**config.mk**
```make
export PLATFORM = sky130hd
export DESIGN_NAME = sprite_line_eval
export DESIGN_NICKNAME = d
export VERILOG_FILES = /design/src/rtl/sprite_line_eval.sv
export SDC_FILE = /design/constraint.sdc
export NUM_CORES = 1
export LEC_CHECK = 0
export CORE_MARGIN = 3
export CORE_UTILIZATION = 25
export DETAILED_ROUTE_END_ITERATION = 12
export GPL_TIMING_DRIVEN = 0
export SLEW_MARGIN = 20
export SYNTH_ARGS = -nofsm -noshare
export SYNTH_HDL_FRONTEND = slang
export SYNTH_SLANG_ARGS = --single-unit
```
**constraint.sdc**
```tcl
create_clock -name clk -period 5.6 [get_ports clk]
set_input_delay 0.84 -clock clk [delete_from_list [all_inputs] [get_ports clk]]
set_output_delay 0.84 -clock clk [all_outputs]
set_load 0.005 [all_outputs]
```
**src/rtl/sprite_line_eval.sv**
```systemverilog
`timescale 1ns/1ps
// Per-scanline sprite evaluator: scans sprite RAM, copies up to MAX_PER_LINE covering sprites into the line buffer.
// Define SPRITE_EVAL_EARLY_EXIT_EN to stop the scan at the first over-limit hit.
module sprite_line_eval #(
  parameter int unsigned SPRITE_NUM   = 64,
  parameter int unsigned MAX_PER_LINE = 8,
  parameter int unsigned SPRITE_H     = 16
) (
  input  logic                            clk,
  input  logic                            rst,
  input  logic                            start,
  input  logic [7:0]                      line_y,
  output logic [$clog2(SPRITE_NUM)-1:0]   ram_addr,
  input  logic [31:0]                     ram_data,
  output logic                            slot_we,
  output logic [$clog2(MAX_PER_LINE)-1:0] slot_idx,
  output logic [31:0]                     slot_data,
  output logic [$clog2(MAX_PER_LINE):0]   slot_count,
  output logic                            overflow,
  output logic                            busy,
  output logic                            done
);

  localparam int unsigned AW = $clog2(SPRITE_NUM);
  localparam int unsigned IW = $clog2(MAX_PER_LINE);
  localparam int unsigned CW = IW + 1;

  typedef enum logic [1:0] {S_IDLE, S_SCAN, S_DRAIN} state_e;

  state_e          state_q, state_d;
  logic [AW-1:0]   addr_q, addr_d;
  logic [7:0]      line_q, line_d;
  logic            dv_q, dv_d;
  logic            we_q, we_d;
  logic [IW-1:0]   idx_q, idx_d;
  logic [31:0]     data_q, data_d;
  logic [CW-1:0]   cnt_q, cnt_d;
  logic            ovf_q, ovf_d;
  logic            busy_q, busy_d;
  logic            done_q, done_d;

  logic [8:0]      diff;
  logic            hit;

  // dv_q marks cycles in which ram_data belongs to an issued, non-discarded address
  assign diff = {1'b0, line_q} - {1'b0, ram_data[23:16]};
  assign hit  = dv_q && !diff[8] && (diff < 9'(SPRITE_H));

  always_comb begin
    state_d = state_q;
    addr_d  = addr_q;
    line_d  = line_q;
    dv_d    = 1'b0;
    we_d    = 1'b0;
    idx_d   = idx_q;
    data_d  = data_q;
    cnt_d   = cnt_q;
    ovf_d   = ovf_q;
    busy_d  = busy_q;
    done_d  = 1'b0;

    case (state_q)
      S_IDLE: begin
        if (start) begin
          state_d = S_SCAN;
          addr_d  = '0;
          line_d  = line_y;
          cnt_d   = '0;
          ovf_d   = 1'b0;
          busy_d  = 1'b1;
        end
      end
      S_SCAN: begin
        dv_d = 1'b1;
        if (addr_q == AW'(SPRITE_NUM - 1)) begin
          state_d = S_DRAIN;
        end else begin
          addr_d = addr_q + AW'(1);
        end
      end
      S_DRAIN: begin
        if (!dv_q) begin
          state_d = S_IDLE;
          busy_d  = 1'b0;
          done_d  = 1'b1;
        end
      end
      default: state_d = S_IDLE;
    endcase

    // Hit handling overrides the sequencing above when an early exit fires
    if (hit) begin
      if (cnt_q < CW'(MAX_PER_LINE)) begin
        we_d   = 1'b1;
        idx_d  = cnt_q[IW-1:0];
        data_d = ram_data;
        cnt_d  = cnt_q + CW'(1);
      end else begin
        ovf_d = 1'b1;
`ifdef SPRITE_EVAL_EARLY_EXIT_EN
        if (!ovf_q) begin
          state_d = S_DRAIN;
          addr_d  = addr_q;
          dv_d    = 1'b0;
        end
`else
`endif
      end
    end
  end

  always_ff @(posedge clk) begin
    if (rst) begin
      state_q <= S_IDLE;
      addr_q  <= '0;
      line_q  <= '0;
      dv_q    <= 1'b0;
      we_q    <= 1'b0;
      idx_q   <= '0;
      data_q  <= '0;
      cnt_q   <= '0;
      ovf_q   <= 1'b0;
      busy_q  <= 1'b0;
      done_q  <= 1'b0;
    end else begin
      state_q <= state_d;
      addr_q  <= addr_d;
      line_q  <= line_d;
      dv_q    <= dv_d;
      we_q    <= we_d;
      idx_q   <= idx_d;
      data_q  <= data_d;
      cnt_q   <= cnt_d;
      ovf_q   <= ovf_d;
      busy_q  <= busy_d;
      done_q  <= done_d;
    end
  end

  assign ram_addr   = addr_q;
  assign slot_we    = we_q;
  assign slot_idx   = idx_q;
  assign slot_data  = data_q;
  assign slot_count = cnt_q;
  assign overflow   = ovf_q;
  assign busy       = busy_q;
  assign done       = done_q;

endmodule

```
; ---- Yosys cells after proc, flatten, opt, wreduce, memory -nomap -nowiden
; Index checks and enable logic that the tools add are counted.
[totals]
ff_bits = 60
out_inout_bits = 49
word_cells = 59
[classes]
n_addsub = 3
n_lt_le_gt_ge = 2
eq_ne = 7
n_mux = 21
n_bitwise = 2
reduce_logical = 13
[op_table]
columns = op, n
row1 = 4-bit 2-to-1 mux, 4
row2 = 6-bit 2-to-1 mux, 2
row3 = 6-bit one-hot mux with 2 select lines, 1
row4 = 9-bit by 5-bit less-than comparator with 1-bit output (second input constant), 1
row5 = 1-bit 2-to-1 mux, 9
row6 = 3-bit AND reduction, 3
row7 = 8-bit by 8-bit subtractor with 9-bit output, 1
row8 = 2-bit inequality test (second input constant), 4
row9 = 6-bit by 1-bit adder with 6-bit output (second input constant), 1
row10 = 6-bit equality test (second input constant), 1
row11 = 2-bit 2-to-1 mux, 3
row12 = 2-bit one-hot mux with 3 select lines, 1
row13 = 4-bit by 1-bit adder with 4-bit output (second input constant), 1
row14 = 4-bit less-than comparator (second input constant), 1
row15 = 2-bit AND reduction, 2
row16 = 2-bit nonzero test, 2
row17 = 2-bit OR reduction, 2
row18 = 2-bit by 1-bit equality test with 1-bit output (second input constant), 1
row19 = 2-bit equality test (second input constant), 1
row20 = 1-bit logical AND, 2
row21 = 2-bit logical NOT, 1
row22 = 1-bit NOT, 2
row23 = 1-bit one-hot mux with 2 select lines, 1
row24 = 1-bit logical NOT, 1

; ---- Logic depth before layout (Yosys ltp)
; Gate-level depths: netlist (run 1).
[depth]
depth_word = 6
mapped_depth = 12

; ---- Worst setup path before layout (run 1)
; OpenSTA, ideal clock, no wires.
[synth_path]
kind = input to register
from = in ram_data[20]
to = reg idx_q[1] (netlist: slot_idx[1])
setup_ps = 128
t_arrival_ps = 2800
required_ps = 5472
setup_slack_ps = 2672
cell_stages = 11
path_buffers = 2
cell_sequence = inv_1 -> ha_1 -> a21o_1 -> a21o_1 -> a211o_1 -> a221oi_2 -> and3_1 -> buf_6 -> buf_12 -> mux2i_1 -> nor2_1
[synth_via]
elab_chain_len = 5
elab_cells_between_ends = 6
[synth_rtl]
columns = item, line_no
row1 = from (decl), 14  ; input logic [31:0] ram_data,
row2 = 8-bit by 8-bit subtractor with 9-bit output (*), 46  ; assign diff = {1'b0, line_q} - {1'b0, ram_data[23:16]};
row3 = "parallel branches: the longest is 2 deep, another holds 9-bit by 5-bit less-than comparator with 1-bit output", --
row4 = 1-bit logical AND (*), 47  ; assign hit = dv_q && !diff[8] && (diff < 9'(SPRITE_H));
row5 = 2-bit AND reduction (no source line) (*), --
row6 = to (signal assigned), 131  ; idx_q <= idx_d;
row7 = to (decl), 35  ; logic [IW-1:0] idx_q, idx_d;
; Every way passes the cells marked *.
; A chain may end at the register's enable or synchronous reset.

; ---- Final worst setup path (run 1)
[layout_path]
from = in ram_data[20]
to = reg data_q[13] (netlist: slot_data[13])
[layout_via]
elab_chain_len = 5
elab_cells_between_ends = 6
[layout_rtl]
columns = item, line_no
row1 = 8-bit by 8-bit subtractor with 9-bit output (*), 46
row2 = "parallel branches: the longest is 2 deep, another holds 9-bit by 5-bit less-than comparator with 1-bit output", --
row3 = 1-bit logical AND (*), 47
row4 = 2-bit AND reduction (no source line) (*), --
row5 = to (signal assigned), 132  ; data_q <= data_d;
row6 = to (decl), 36  ; logic [31:0] data_q, data_d;
; Marked as above.

==> impl_results.md, run 1 <==
- Status: finished clean
- Post-CTS setup repair buffer count: 0
- Most frequent cells in the layout: 90 x clkdlybuf4s50_1, 60 x dfxtp_1, 46 x nor2_1
- Placed instance area: 3660 um^2
- DR vias: 2233
- Cts repair resizes: 0
- H-tree depth: 3
- Peak VDD IR: 101.7 uV
- Row count: 36
- Total clock buffers created by CTS: 9
- Final hold vios: 0
- Final min period: 3.329 ns
- Slew Limit Fails: 0
- DR iter-0 viols: 62
- Port Buf Inserts: 90
- Crit path DAT: 3.53 ns
- Total wire length: 6557 um
- Hold WS: 0.4680 ns
- Crit path required time: 5.80 ns
- Layout Skew: 0.01120 ns
- Cell area after layout: 3847 um^2
- Die H: 107.8 um
- Final non-filler cell total: 511
- Initial Utilization: 26.16%
- Ys flop type: dfxtp_1
- Hpwl dp: 5040 um
- Clk root buf: clkbuf_8
- Clk Latency, worst-skew pair: 0.34 ns
- Switch Pwr: 0.2309 mW
- CTS Hold Bufs: 0
- Max-slew headroom: 65.82%
- Number of global-route vias before repair: 2183
- CP Max Fanout: 10
- Seq/Total Area, Yosys: 46.33%
- Post-synth EDFFs: 0
- Avg Inst Size Synth: 9.531 um^2
- Antenna violations before repair: 0
- Max-cap violation count: 0
- Clk slew on worst S/H paths: 0.07 ns
- Worst R2R End: slot_data[13]
- RSZ-0062 raised after global routing: no
- Cell Area, Synth: 2592 um^2
- Pwr Density: 238.5 nW/um^2
- Syn_nets: 324
- Gpl congestion: 0.7236
- Share of layout cells above drive strength 1: 6.349%
- Sw frac: 25.16%
- Post-route ant nets: 0
- Ant diodes: 0
- Flop pwr share: 48.2%
- Synth unique cells: 43
- P_int: 0.6867 mW
- Slew @ Worst Pin: 0.5127 ns
- DRC: 0
- CTS Buffer Depth: 2
- #FFs+latches synth: 60
- Post-Place Cells: 495
- Core Region: 9910 um^2
- Crit path capture type: register
- Nets: 425
- Routed vias/inst: 4.370
- GR Overflow Total: 0
- Fmax: 300.4 MHz
- First-pass GRT wire length: 10690 um
- Combinational Power Share: 12.0%
- Syn Inst Count: 272
- DRT Pass-1 Iters: 4
- Final core utilization: 38.83%
- Chip width: 107.8 um
- Worst Hold Class: reg -> reg
- Synth async-reset ratio: 0%
- Total negative setup slack: 0 ns
- Die Area: 11630 um^2
- Startpoint Class: input pin
- Area delta synth->final: 48.41%
- Slack of the worst reg-to-reg path: 2.99 ns
- Leak: 1.382 nW
- Hold path startpoint: line_q[6]
- Commonest non-fill, non-tap cell in the layout: clkdlybuf4s50_1
- Startpoint of the worst-slack reg-to-reg timing path: line_q[4]
- Critical path type: in -> reg
- Worst hold path stage count: 2
- Average wire per cell in the routed design: 12.83 um
- Setup Viol. Count Final: 0
- Largest net degree at the start of global routing: 11
- # IOs: 92
- CTS tree: built
- Yosys warns: 0
- Hold EP: line_q[6]
- CTS Sinks: 60
- R2R depth: 10
- Final cycle utilization of the critical path: 59.44%
- Clock Power Share: 39.8%
- GRT Total Usage: 11.76%
state kept, by name, indices dropped and copies added (netlist names):
register / count
slot_count: 4
ram_addr: 6
dv_q: 1
busy: 1
done: 1
slot_idx: 3
slot_we: 1
slot_data: 32
overflow: 1
state_q: 2
line_q: 8
through the flow:
stage / worst slack (ns) / total power [mW]
detailed placement: 1.913 / 0.5623
global route: 2.075 / 0.9638
CTS: 2.275 / 0.9351
finish: 2.271 / 0.9176
floorplan: 2.672 / 0.5097
global placement: 1.962 / 0.5595
critical path: stages:
cell,delay (ns)
clkdlybuf4s50_1,0.47
inv_1,0.05
ha_1,0.37
a21o_1,0.20
a21o_1,0.19
a211o_1,0.30
a221oi_2,0.26
and3_1,0.24
buf_6,0.19
buf_12,0.16
mux2i_1,0.20
nor2_1,0.05
layout make-up:
class                           count  area (um^2)
Timing Repair Buffer               90        900.9
Tap cell                          133        166.4
Clock inverter                      4        22.52
Clock buffer                       12        165.2
Inverter                            7        26.28
Multi-Input combinational cell    191         1269
Sequential cell                    60         1201
Buffer                             14        96.34
Fill cell                        1011         6062
power groups by stage:
| stage | Sequential [mW] | Combinational, mW | Clock, mW |
|---|---|---|---|
| detailed placement | 0.452 | 0.110 | 0 |
| finish | 0.442 | 0.110 | 0.365 |
| global route | 0.443 | 0.121 | 0.399 |
| global placement | 0.452 | 0.108 | 0 |
| CTS | 0.442 | 0.111 | 0.382 |
| floorplan | 0.450 | 0.0599 | 0 |
routing by layer:
metal / GRT usage, % / routed length (um) / vias to the layer above
li1: - / - / 1140
met4: 5.681 / 133 / 0
met3: 2.699 / 333 / 11
met2: 18.47 / 3066 / 54
met5: 0 / 0 / -
met1: 15.14 / 3024 / 1028
cell families (layout without fill, tap and decap cells):
| group | Yosys count | after routing | synth area share, % |
|---|---|---|---|
| mux | 36 | 36 | 13.95 |
| xor+xnor | 6 | 6 | 2.027 |
| fa+ha+maj | 9 | 9 | 4.344 |
| buf+inv | 21 | 127 | 4.730 |
| simple gates | 103 | 103 | 18.20 |
| flops | 60 | 60 | 46.33 |
| compound gates | 37 | 37 | 10.43 |
how the worst max path moves through the flow:
stage	from	endpoint
floorplan	ram_data[20]	slot_idx[1]
global placement	ram_data[20]	slot_data[0]
detailed placement	ram_data[20]	slot_data[10]
CTS	ram_data[18]	slot_data[10]
global route	ram_data[18]	slot_data[13]
finish	ram_data[20]	slot_data[13]
synth_stat cells, types with 4 or more instances:
master / instances / area share (%)
a21o_1: 4 / 1.2
a21oi_1: 15 / 2.9
clkbuf_1: 10 / 1.4
dfxtp_1: 60 / 46
ha_1: 9 / 4.3
inv_1: 7 / 1.0
mux2i_1: 35 / 14
nand2_1: 23 / 3.3
nand3_1: 9 / 1.7
nor2_1: 46 / 6.7
nor2b_1: 4 / 0.97
nor3_1: 5 / 0.97
(Power assumes the default switching activity.)
==> run 2: changes to the inputs <==
clock period = 3.4 ns   (was 5.6 ns; I/O delays follow)
==> results of run 2 <==
Same layout as run 1 (identical final DEF). Status: finished clean.
Main changes from that run: setup slack after placement 1.913 ns -> 0.04267 ns; setup slack after layout 2.271 ns -> 0.4014 ns; register-to-register setup slack 2.99 ns -> 0.79 ns; total power 0.9176 mW -> 1.511 mW; worst IR drop on VDD 101.7 uV -> 167.6 uV
